### config.mk
export PLATFORM = sky130hd
export DESIGN_NAME = morse_char_decoder
export DESIGN_NICKNAME = d
export VERILOG_FILES = /design/src/rtl/morse_pkg.sv /design/src/rtl/morse_lut.sv /design/src/rtl/morse_char_decoder.sv
export SDC_FILE = /design/constraint.sdc
export NUM_CORES = 1
export LEC_CHECK = 0
export BUFFER_PORTS_ARGS = -buffer_cell sky130_fd_sc_hd__buf_2
export CORE_UTILIZATION = 30
export DETAILED_ROUTE_END_ITERATION = 16
export PLACE_DENSITY = 0.55
export SLEW_MARGIN = 20
export SYNTH_ARGS = -nofsm -noshare
export SYNTH_HDL_FRONTEND = slang
export SYNTH_SLANG_ARGS = --single-unit
### constraint.sdc
create_clock -name clk -period 5.4 [get_ports clk]
set_input_delay 0.27 -clock clk [delete_from_list [all_inputs] [get_ports clk]]
set_output_delay 0.27 -clock clk [all_outputs]
set_load 0.005 [all_outputs]
### src/rtl/morse_pkg.sv
// Shared definitions for the Morse character decoder.
//   - Symbol encodings of the 3-bit keying stream (codes 5..7 behave as WAIT)
//   - ASCII space character
//   - Decoder state enumeration
package morse_pkg;

  localparam logic [2:0] SYM_WAIT  = 3'd0;
  localparam logic [2:0] SYM_DIT   = 3'd1;
  localparam logic [2:0] SYM_DAH   = 3'd2;
  localparam logic [2:0] SYM_GAP   = 3'd3;
  localparam logic [2:0] SYM_SPACE = 3'd4;

  localparam logic [7:0] ASCII_SPACE = 8'h20;

  // IDLE: nothing accumulated; ACCUM: code in progress;
  // FINAL: decoded character is being pushed; PEND_SP: space is being pushed.
  typedef enum logic [1:0] {
    ST_IDLE    = 2'd0,
    ST_ACCUM   = 2'd1,
    ST_FINAL   = 2'd2,
    ST_PEND_SP = 2'd3
  } dec_state_t;

endpackage

### src/rtl/morse_lut.sv
// Combinational Morse code lookup (ITU table).
// Parameters:
//   MAX_SYMBOLS  longest accepted code length (4..7); >=5 enables digits
// Ports:
//   len    in   number of symbols in the code
//   code   in   code bits, first symbol in bit len-1, DIT=0, DAH=1
//   hit    out  1 when (len, code) maps to a character
//   ascii  out  decoded character (8'h00 when no hit)
module morse_lut #(
  parameter int MAX_SYMBOLS = 5
) (
  input  logic [$clog2(MAX_SYMBOLS+1)-1:0] len,
  input  logic [MAX_SYMBOLS-1:0]           code,
  output logic                             hit,
  output logic [7:0]                       ascii
);

  // Five code bits are enough to address every table entry; narrower
  // configurations are zero-extended so one table serves all sizes.
  logic [4:0] c5;

  if (MAX_SYMBOLS >= 5) begin : g_wide
    assign c5 = code[4:0];
  end else begin : g_narrow
    assign c5 = {1'b0, code[3:0]};
  end

  always_comb begin
    ascii = 8'h00;
    case (int'(len))
      1: case (c5[0])
           1'b0: ascii = "E";
           1'b1: ascii = "T";
           default: ascii = 8'h00;
         endcase
      2: case (c5[1:0])
           2'b00: ascii = "I";
           2'b01: ascii = "A";
           2'b10: ascii = "N";
           2'b11: ascii = "M";
           default: ascii = 8'h00;
         endcase
      3: case (c5[2:0])
           3'b000: ascii = "S";
           3'b001: ascii = "U";
           3'b010: ascii = "R";
           3'b011: ascii = "W";
           3'b100: ascii = "D";
           3'b101: ascii = "K";
           3'b110: ascii = "G";
           3'b111: ascii = "O";
           default: ascii = 8'h00;
         endcase
      4: case (c5[3:0])
           4'b0000: ascii = "H";
           4'b0001: ascii = "V";
           4'b0010: ascii = "F";
           4'b0100: ascii = "L";
           4'b0110: ascii = "P";
           4'b0111: ascii = "J";
           4'b1000: ascii = "B";
           4'b1001: ascii = "X";
           4'b1010: ascii = "C";
           4'b1011: ascii = "Y";
           4'b1100: ascii = "Z";
           4'b1101: ascii = "Q";
           default: ascii = 8'h00;
         endcase
      5: if (MAX_SYMBOLS >= 5) begin
           case (c5)
             5'b11111: ascii = "0";
             5'b01111: ascii = "1";
             5'b00111: ascii = "2";
             5'b00011: ascii = "3";
             5'b00001: ascii = "4";
             5'b00000: ascii = "5";
             5'b10000: ascii = "6";
             5'b11000: ascii = "7";
             5'b11100: ascii = "8";
             5'b11110: ascii = "9";
             default:  ascii = 8'h00;
           endcase
         end
      default: ascii = 8'h00;
    endcase
    hit = (ascii != 8'h00);
  end

endmodule

### src/rtl/morse_char_decoder.sv
// Morse symbol stream to ASCII decoder with buffered valid/ready output.
// Parameters:
//   MAX_SYMBOLS  longest accepted code length (4..7)
//   OUT_DEPTH    output FIFO entries (power of two, >=2)
//   ERR_CHAR     character emitted for unmapped or overlong codes
//   EMIT_SPACE   1: SPACE emits 8'h20; 0: SPACE behaves as GAP
// Ports:
//   clk, rst_n   clock and asynchronous active-low reset
//   in_sym       keying symbol (WAIT/DIT/DAH/GAP/SPACE)
//   out_char     character at FIFO head, 8'h00 when empty
//   out_valid    FIFO non-empty
//   out_ready    consumer accepts out_char
//   sym_len      symbols accumulated in the current character
//   err_pulse    high in the cycle ERR_CHAR is written
//   overflow     sticky flag for a dropped push
module morse_char_decoder
  import morse_pkg::*;
#(
  parameter int         MAX_SYMBOLS = 5,
  parameter int         OUT_DEPTH   = 4,
  parameter logic [7:0] ERR_CHAR    = 8'h3F,
  parameter int         EMIT_SPACE  = 1
) (
  input  logic                             clk,
  input  logic                             rst_n,
  input  logic [2:0]                       in_sym,
  output logic [7:0]                       out_char,
  output logic                             out_valid,
  input  logic                             out_ready,
  output logic [$clog2(MAX_SYMBOLS+1)-1:0] sym_len,
  output logic                             err_pulse,
  output logic                             overflow
);

  localparam int LW = $clog2(MAX_SYMBOLS+1);
  localparam int AW = $clog2(OUT_DEPTH);

  dec_state_t             state, state_next;
  logic [MAX_SYMBOLS-1:0] code;
  logic [LW-1:0]          len;
  logic                   too_long;
  logic                   pend_space;
  logic [7:0]             fin_char;
  logic                   fin_err;

  logic       is_mark, is_dah, is_gap, is_space, finalise, len_zero;
  logic       lut_hit;
  logic [7:0] lut_ascii;
  logic       push;
  logic [7:0] push_data;

  logic [7:0] mem [OUT_DEPTH];
  logic [AW:0] wr_ptr, rd_ptr;
  logic        fifo_empty, fifo_full, pop, push_ok;

  // Symbol classification; with EMIT_SPACE=0 a SPACE is just a GAP.
  assign is_dah   = (in_sym == SYM_DAH);
  assign is_mark  = (in_sym == SYM_DIT) || is_dah;
  assign is_space = (in_sym == SYM_SPACE) && (EMIT_SPACE != 0);
  assign is_gap   = (in_sym == SYM_GAP) || ((in_sym == SYM_SPACE) && (EMIT_SPACE == 0));
  assign len_zero = (len == '0);
  assign finalise = (is_gap || is_space) && !len_zero;

  morse_lut #(.MAX_SYMBOLS(MAX_SYMBOLS)) u_lut (
    .len   (len),
    .code  (code),
    .hit   (lut_hit),
    .ascii (lut_ascii)
  );

  // Accumulator: an overlong code freezes code/len and only flags too_long,
  // so the character still terminates on the next GAP and decodes as error.
  always_ff @(posedge clk or negedge rst_n) begin
    if (!rst_n) begin
      code     <= '0;
      len      <= '0;
      too_long <= 1'b0;
    end else if (finalise) begin
      code     <= '0;
      len      <= '0;
      too_long <= 1'b0;
    end else if (is_mark) begin
      if (len == LW'(MAX_SYMBOLS)) begin
        too_long <= 1'b1;
      end else begin
        code <= {code[MAX_SYMBOLS-2:0], is_dah};
        len  <= len + LW'(1);
      end
    end
  end

  // Decoded character is registered so the push happens one cycle later.
  always_ff @(posedge clk or negedge rst_n) begin
    if (!rst_n) begin
      fin_char <= 8'h00;
      fin_err  <= 1'b0;
    end else if (finalise) begin
      fin_char <= (lut_hit && !too_long) ? lut_ascii : ERR_CHAR;
      fin_err  <= !(lut_hit && !too_long);
    end
  end

  // A SPACE ending a letter defers its own push until after the letter.
  always_ff @(posedge clk or negedge rst_n) begin
    if (!rst_n) begin
      pend_space <= 1'b0;
    end else if (finalise && is_space) begin
      pend_space <= 1'b1;
    end else if (state == ST_FINAL) begin
      pend_space <= 1'b0;
    end
  end

  // State register.
  always_ff @(posedge clk or negedge rst_n) begin
    if (!rst_n) begin
      state <= ST_IDLE;
    end else begin
      state <= state_next;
    end
  end

  // Next-state logic. FINAL and PEND_SP always hold for a single cycle; a
  // mark arriving in them starts the next character in the same edge.
  always_comb begin
    state_next = ST_IDLE;
    if (finalise) begin
      state_next = ST_FINAL;
    end else if ((is_space && len_zero) || (state == ST_FINAL && pend_space)) begin
      state_next = ST_PEND_SP;
    end else if (is_mark || !len_zero) begin
      state_next = ST_ACCUM;
    end
  end

  // Output logic: push request and error pulse.
  always_comb begin
    push      = 1'b0;
    push_data = fin_char;
    err_pulse = 1'b0;
    case (state)
      ST_FINAL: begin
        push      = 1'b1;
        err_pulse = fin_err;
      end
      ST_PEND_SP: begin
        push      = 1'b1;
        push_data = ASCII_SPACE;
      end
      default: begin
        push = 1'b0;
      end
    endcase
  end

  // FIFO: extra pointer MSB distinguishes full from empty.
  assign fifo_empty = (wr_ptr == rd_ptr);
  assign fifo_full  = (wr_ptr[AW] != rd_ptr[AW]) && (wr_ptr[AW-1:0] == rd_ptr[AW-1:0]);
  assign pop        = !fifo_empty && out_ready;
  assign push_ok    = push && (!fifo_full || pop);

  always_ff @(posedge clk or negedge rst_n) begin
    if (!rst_n) begin
      wr_ptr <= '0;
      rd_ptr <= '0;
    end else begin
      if (push_ok) wr_ptr <= wr_ptr + 1'b1;
      if (pop)     rd_ptr <= rd_ptr + 1'b1;
    end
  end

  // Storage needs no reset; the head is masked while the FIFO is empty.
  always_ff @(posedge clk) begin
    if (push_ok) mem[wr_ptr[AW-1:0]] <= push_data;
  end

  always_ff @(posedge clk or negedge rst_n) begin
    if (!rst_n) begin
      overflow <= 1'b0;
    end else if (push && !push_ok) begin
      overflow <= 1'b1;
    end
  end

  assign out_valid = !fifo_empty;
  assign out_char  = fifo_empty ? 8'h00 : mem[rd_ptr[AW-1:0]];
  assign sym_len   = len;

endmodule

==> impl_metrics.env <==
export IMPL_htree_num_levels=2
export IMPL_routed_via_density=4.86
export IMPL_netlist_instances=278
export IMPL_core_footprint_um2=9950
export IMPL_max_slew_margin_pct=53.2
export IMPL_post_cts_repair_setup_buffers=0
export IMPL_place_gp_congestion=0.900
export IMPL_clock_edge_transition_at_the_registers_on_the_reported_setup_and_hold_paths_ns=0.11
export IMPL_netlist_top_cells_area="sky130_fd_sc_hd__edfxtp_1 27%, sky130_fd_sc_hd__dfrtp_1 22%, sky130_fd_sc_hd__ha_1 7.2%"
export IMPL_clock_sinks=55
export IMPL_synth_seq_cells=55
export IMPL_final_setup_viol_count=0
export IMPL_timing_worst_slew_pin_value_ns=0.699
export IMPL_asyncSetResetFlopFracSynth_pct=49.1
export IMPL_cts_hold_repair_buffers=1
export IMPL_grt_overflow=0
export IMPL_core_rowCount=36
export IMPL_synth_flop_cell="sky130_fd_sc_hd__edfxtp_1"
export IMPL_drt_initial_drc_count=101
export IMPL_insertedDiodeCount=0
export IMPL_met3WireLength_um=300
export IMPL_fin_area_um2=3400
export IMPL_grt_max_degree=28
export IMPL_netlist_area_leader_share_pct=26.8
export IMPL_drive_gt1_share_pct=18.6
export IMPL_average_detailed_routed_wire_length_per_instance_um=14.8
export IMPL_reg2reg_setup_slack_ns=2.92
export IMPL_synthesis_nets=302
export IMPL_drt_antenna_violating_nets=0
export IMPL_synthXorXnorAreaFrac_pct=2.51
export IMPL_post_synthesis_compound_gate_area_fraction_pct=14.8
export IMPL_final_hold_violation_count=0
export IMPL_placedInstanceArea_um2=3300
export IMPL_cts_root_buffer_cell="sky130_fd_sc_hd__clkbuf_8"
export IMPL_synth_area_um2=3140
export IMPL_post_synth_num_cell_types=54
export IMPL_synth_most_common_cell="sky130_fd_sc_hd__edfxtp_1"
export IMPL_synth_commonest_cells="28 x sky130_fd_sc_hd__edfxtp_1, 27 x sky130_fd_sc_hd__dfrtp_1, 20 x sky130_fd_sc_hd__nand2_1"
export IMPL_worstPathCellList="inv_1 > ha_1 > mux2i_1 > o22ai_1 > a2111oi_4 > and4_4 > nand3_4 > a31oi_1"
export IMPL_endpoint_kind="register"
export IMPL_worstPathArrival_ns=2.73
export IMPL_post_layout_total_power_mw=1.84
export IMPL_initial_utilization_pct=31.6
export IMPL_fp_dieW_um=104
export IMPL_final_core_util_pct=34.2
export IMPL_synthAdderAreaFrac_pct=7.17
export IMPL_p_per_area_nw_per_um2=540
export IMPL_slew_violations=0
export IMPL_fmax_mhz=403
export IMPL_gr_usage_all_layers_pct=12.2
export IMPL_dp_hpwl_um=4560
export IMPL_worst_endpoint_required_ns=5.65
export IMPL_drt_pass1_iter_count=4
export IMPL_critical_path_buf_inv_count=1
export IMPL_numPortBuffers=18
export IMPL_synthesis_area_per_instance_um2=11.3
export IMPL_met1_length_um=2740
export IMPL_met2_length_um=3040
export IMPL_grt_setup_unrepaired="false"
export IMPL_synth_yosys_seq_area_share_pct=48.3
export IMPL_worst_setup_path_start_kind="register"
export IMPL_via_count_of_the_first_global_routing_pass=1971
export IMPL_worst_slack_ns=2.92
export IMPL_critPathMaxFanout=14
export IMPL_clock_latency_at_the_later_pin_of_the_worst_skew_pair_ns=0.32
export IMPL_cap_violations=0
export IMPL_antenna_found_initial=0
export IMPL_cts_max_path_buffers=2
export IMPL_die_h_um=104
export IMPL_worst_min_path_class="primary input to register"
export IMPL_io_pins=20
export IMPL_criticalPathCategory="register to register"
export IMPL_period_needed_ns=2.48
export IMPL_fp_dieArea_um2=10900
export IMPL_setup_total_negative_slack_ns=0
export IMPL_fin_skew_ns=0.00630
export IMPL_ir_worst_vdd_mv=0.162
export IMPL_area_delta_synth_final_pct=8.32
export IMPL_drcViolationCount=0
export IMPL_final_period_utilization_pct=45.9
export IMPL_cts_tree="done"
export IMPL_post_synth_and_or_nand_nor_area_fraction_pct=14.9
export IMPL_vias=2054
export IMPL_global_route_wire_length_before_repair_um=10400
export IMPL_status="finished, final reports clean"
export IMPL_clock_buffers_created_by_tritoncts=5
export IMPL_biggest_area_consumer_among_synthesized_cells="sky130_fd_sc_hd__edfxtp_1"
export IMPL_nets_finish=313
export IMPL_yosysWarnings=0
export IMPL_ctsResizeCount=0
export IMPL_critical_path_top_delay_family="compound AO/OA/AOI/OAI gates"
export IMPL_synth_top_family_by_area="simple AND/OR/NAND/NOR gates"
export IMPL_highest_signal_layer="met4"
export IMPL_worst_path_largest_cell_delay_ns=0.59
export IMPL_finalWirelength_um=6270
export IMPL_preCtsSetupSlack_ns=2.97
export IMPL_power_leakage_nw=1.29
export IMPL_number_of_flops_mapped_to_enable_cells_by_yosys=28
export IMPL_post_synth_mux_area_share_pct=6.69
export IMPL_worst_path_max_delay_cell="sky130_fd_sc_hd__dfrtp_1"
worst paths after layout:
kind | start | end | depth (start not counted)
hold / removal | in_sym[0] | code[0] | 2
min in group asynchronous | rst_n | too_long | 2
hold reg to reg | overflow | overflow | 1
max in group asynchronous | rst_n | overflow | 2
setup reg to reg | code[0] | fin_char[3] | 8
setup / recovery | code[0] | fin_char[3] | 8
layout by cell type, fill, tap and decap left out, types with 2 or more instances in the layout:
cell / instances
sky130_fd_sc_hd__a2111oi_4: 3
sky130_fd_sc_hd__a211oi_1: 2
sky130_fd_sc_hd__a211oi_2: 2
sky130_fd_sc_hd__a21oi_1: 9
sky130_fd_sc_hd__a221oi_1: 2
sky130_fd_sc_hd__a31o_1: 2
sky130_fd_sc_hd__a31oi_1: 8
sky130_fd_sc_hd__and2_1: 15
sky130_fd_sc_hd__and2_2: 2
sky130_fd_sc_hd__buf_2: 18
sky130_fd_sc_hd__clkbuf_8: 5
sky130_fd_sc_hd__dfrtp_1: 27
sky130_fd_sc_hd__edfxtp_1: 28
sky130_fd_sc_hd__ha_1: 18
sky130_fd_sc_hd__inv_1: 17
sky130_fd_sc_hd__inv_2: 2
sky130_fd_sc_hd__mux2_2: 2
sky130_fd_sc_hd__mux2i_1: 3
sky130_fd_sc_hd__mux4_2: 7
sky130_fd_sc_hd__nand2_1: 20
sky130_fd_sc_hd__nand2b_1: 4
sky130_fd_sc_hd__nand3_1: 13
sky130_fd_sc_hd__nor2_1: 18
sky130_fd_sc_hd__nor2b_1: 2
sky130_fd_sc_hd__nor3_1: 2
sky130_fd_sc_hd__nor3b_1: 2
sky130_fd_sc_hd__o21ai_0: 14
sky130_fd_sc_hd__o22ai_1: 6
sky130_fd_sc_hd__or2_2: 2
sky130_fd_sc_hd__or2b_2: 2
sky130_fd_sc_hd__xnor2_1: 8
logic make-up after synthesis:
logic type               Yosys count
buffers and inverters             34
flip-flops                        55
other                              1
multiplexers                      12
adder cells (fa/ha/maj)           18
AO/OA/AOI/OAI                     61
AND/OR/NAND/NOR                   88
XOR/XNOR                           9
routing by layer:
metal	vias up	GRT usage, %
met5	-	0
met4	0	5.82
met3	20	2.38
met2	70	20.0
met1	956	15.3
li1	1008	-
registers in the layout (all words and copies together) (netlist names):
| register | cells |
|---|---|
| pend_space | 1 |
| fin_err | 1 |
| rd_ptr | 3 |
| wr_ptr | 3 |
| too_long | 1 |
| mem | 28 |
| overflow | 1 |
| code | 5 |
| sym_len | 3 |
| state | 2 |
| fin_char | 7 |
stage by stage:
stage | cells | hold slack (ns)
3_3_place_gp | 414 | 0.331
5_1_grt | 423 | 0.247
3_5_place_dp | 414 | 0.326
6_report | 423 | 0.225
4_1_cts | 423 | 0.220
2_1_floorplan | 278 | -0.0256
area by class of cell:
| class | instances | area, µm² |
|---|---|---|
| tap | 133 | 166 |
| fill | 1005 | 6550 |
| clock inverter | 3 | 27.5 |
| sequential | 55 | 1520 |
| inverter | 19 | 71.3 |
| multi-input combinational | 189 | 1450 |
| timing repair buffer | 19 | 100 |
| clock buffer | 5 | 68.8 |
where the power goes:
| part | total [mW] | switching (mW) | internal (mW) |
|---|---|---|---|
| sequential | 0.745 | 0.136 | 0.609 |
| combinational | 0.846 | 0.445 | 0.401 |
| clock | 0.248 | 0.152 | 0.0957 |
No activity file was read; power rests on OpenSTA's default activity.
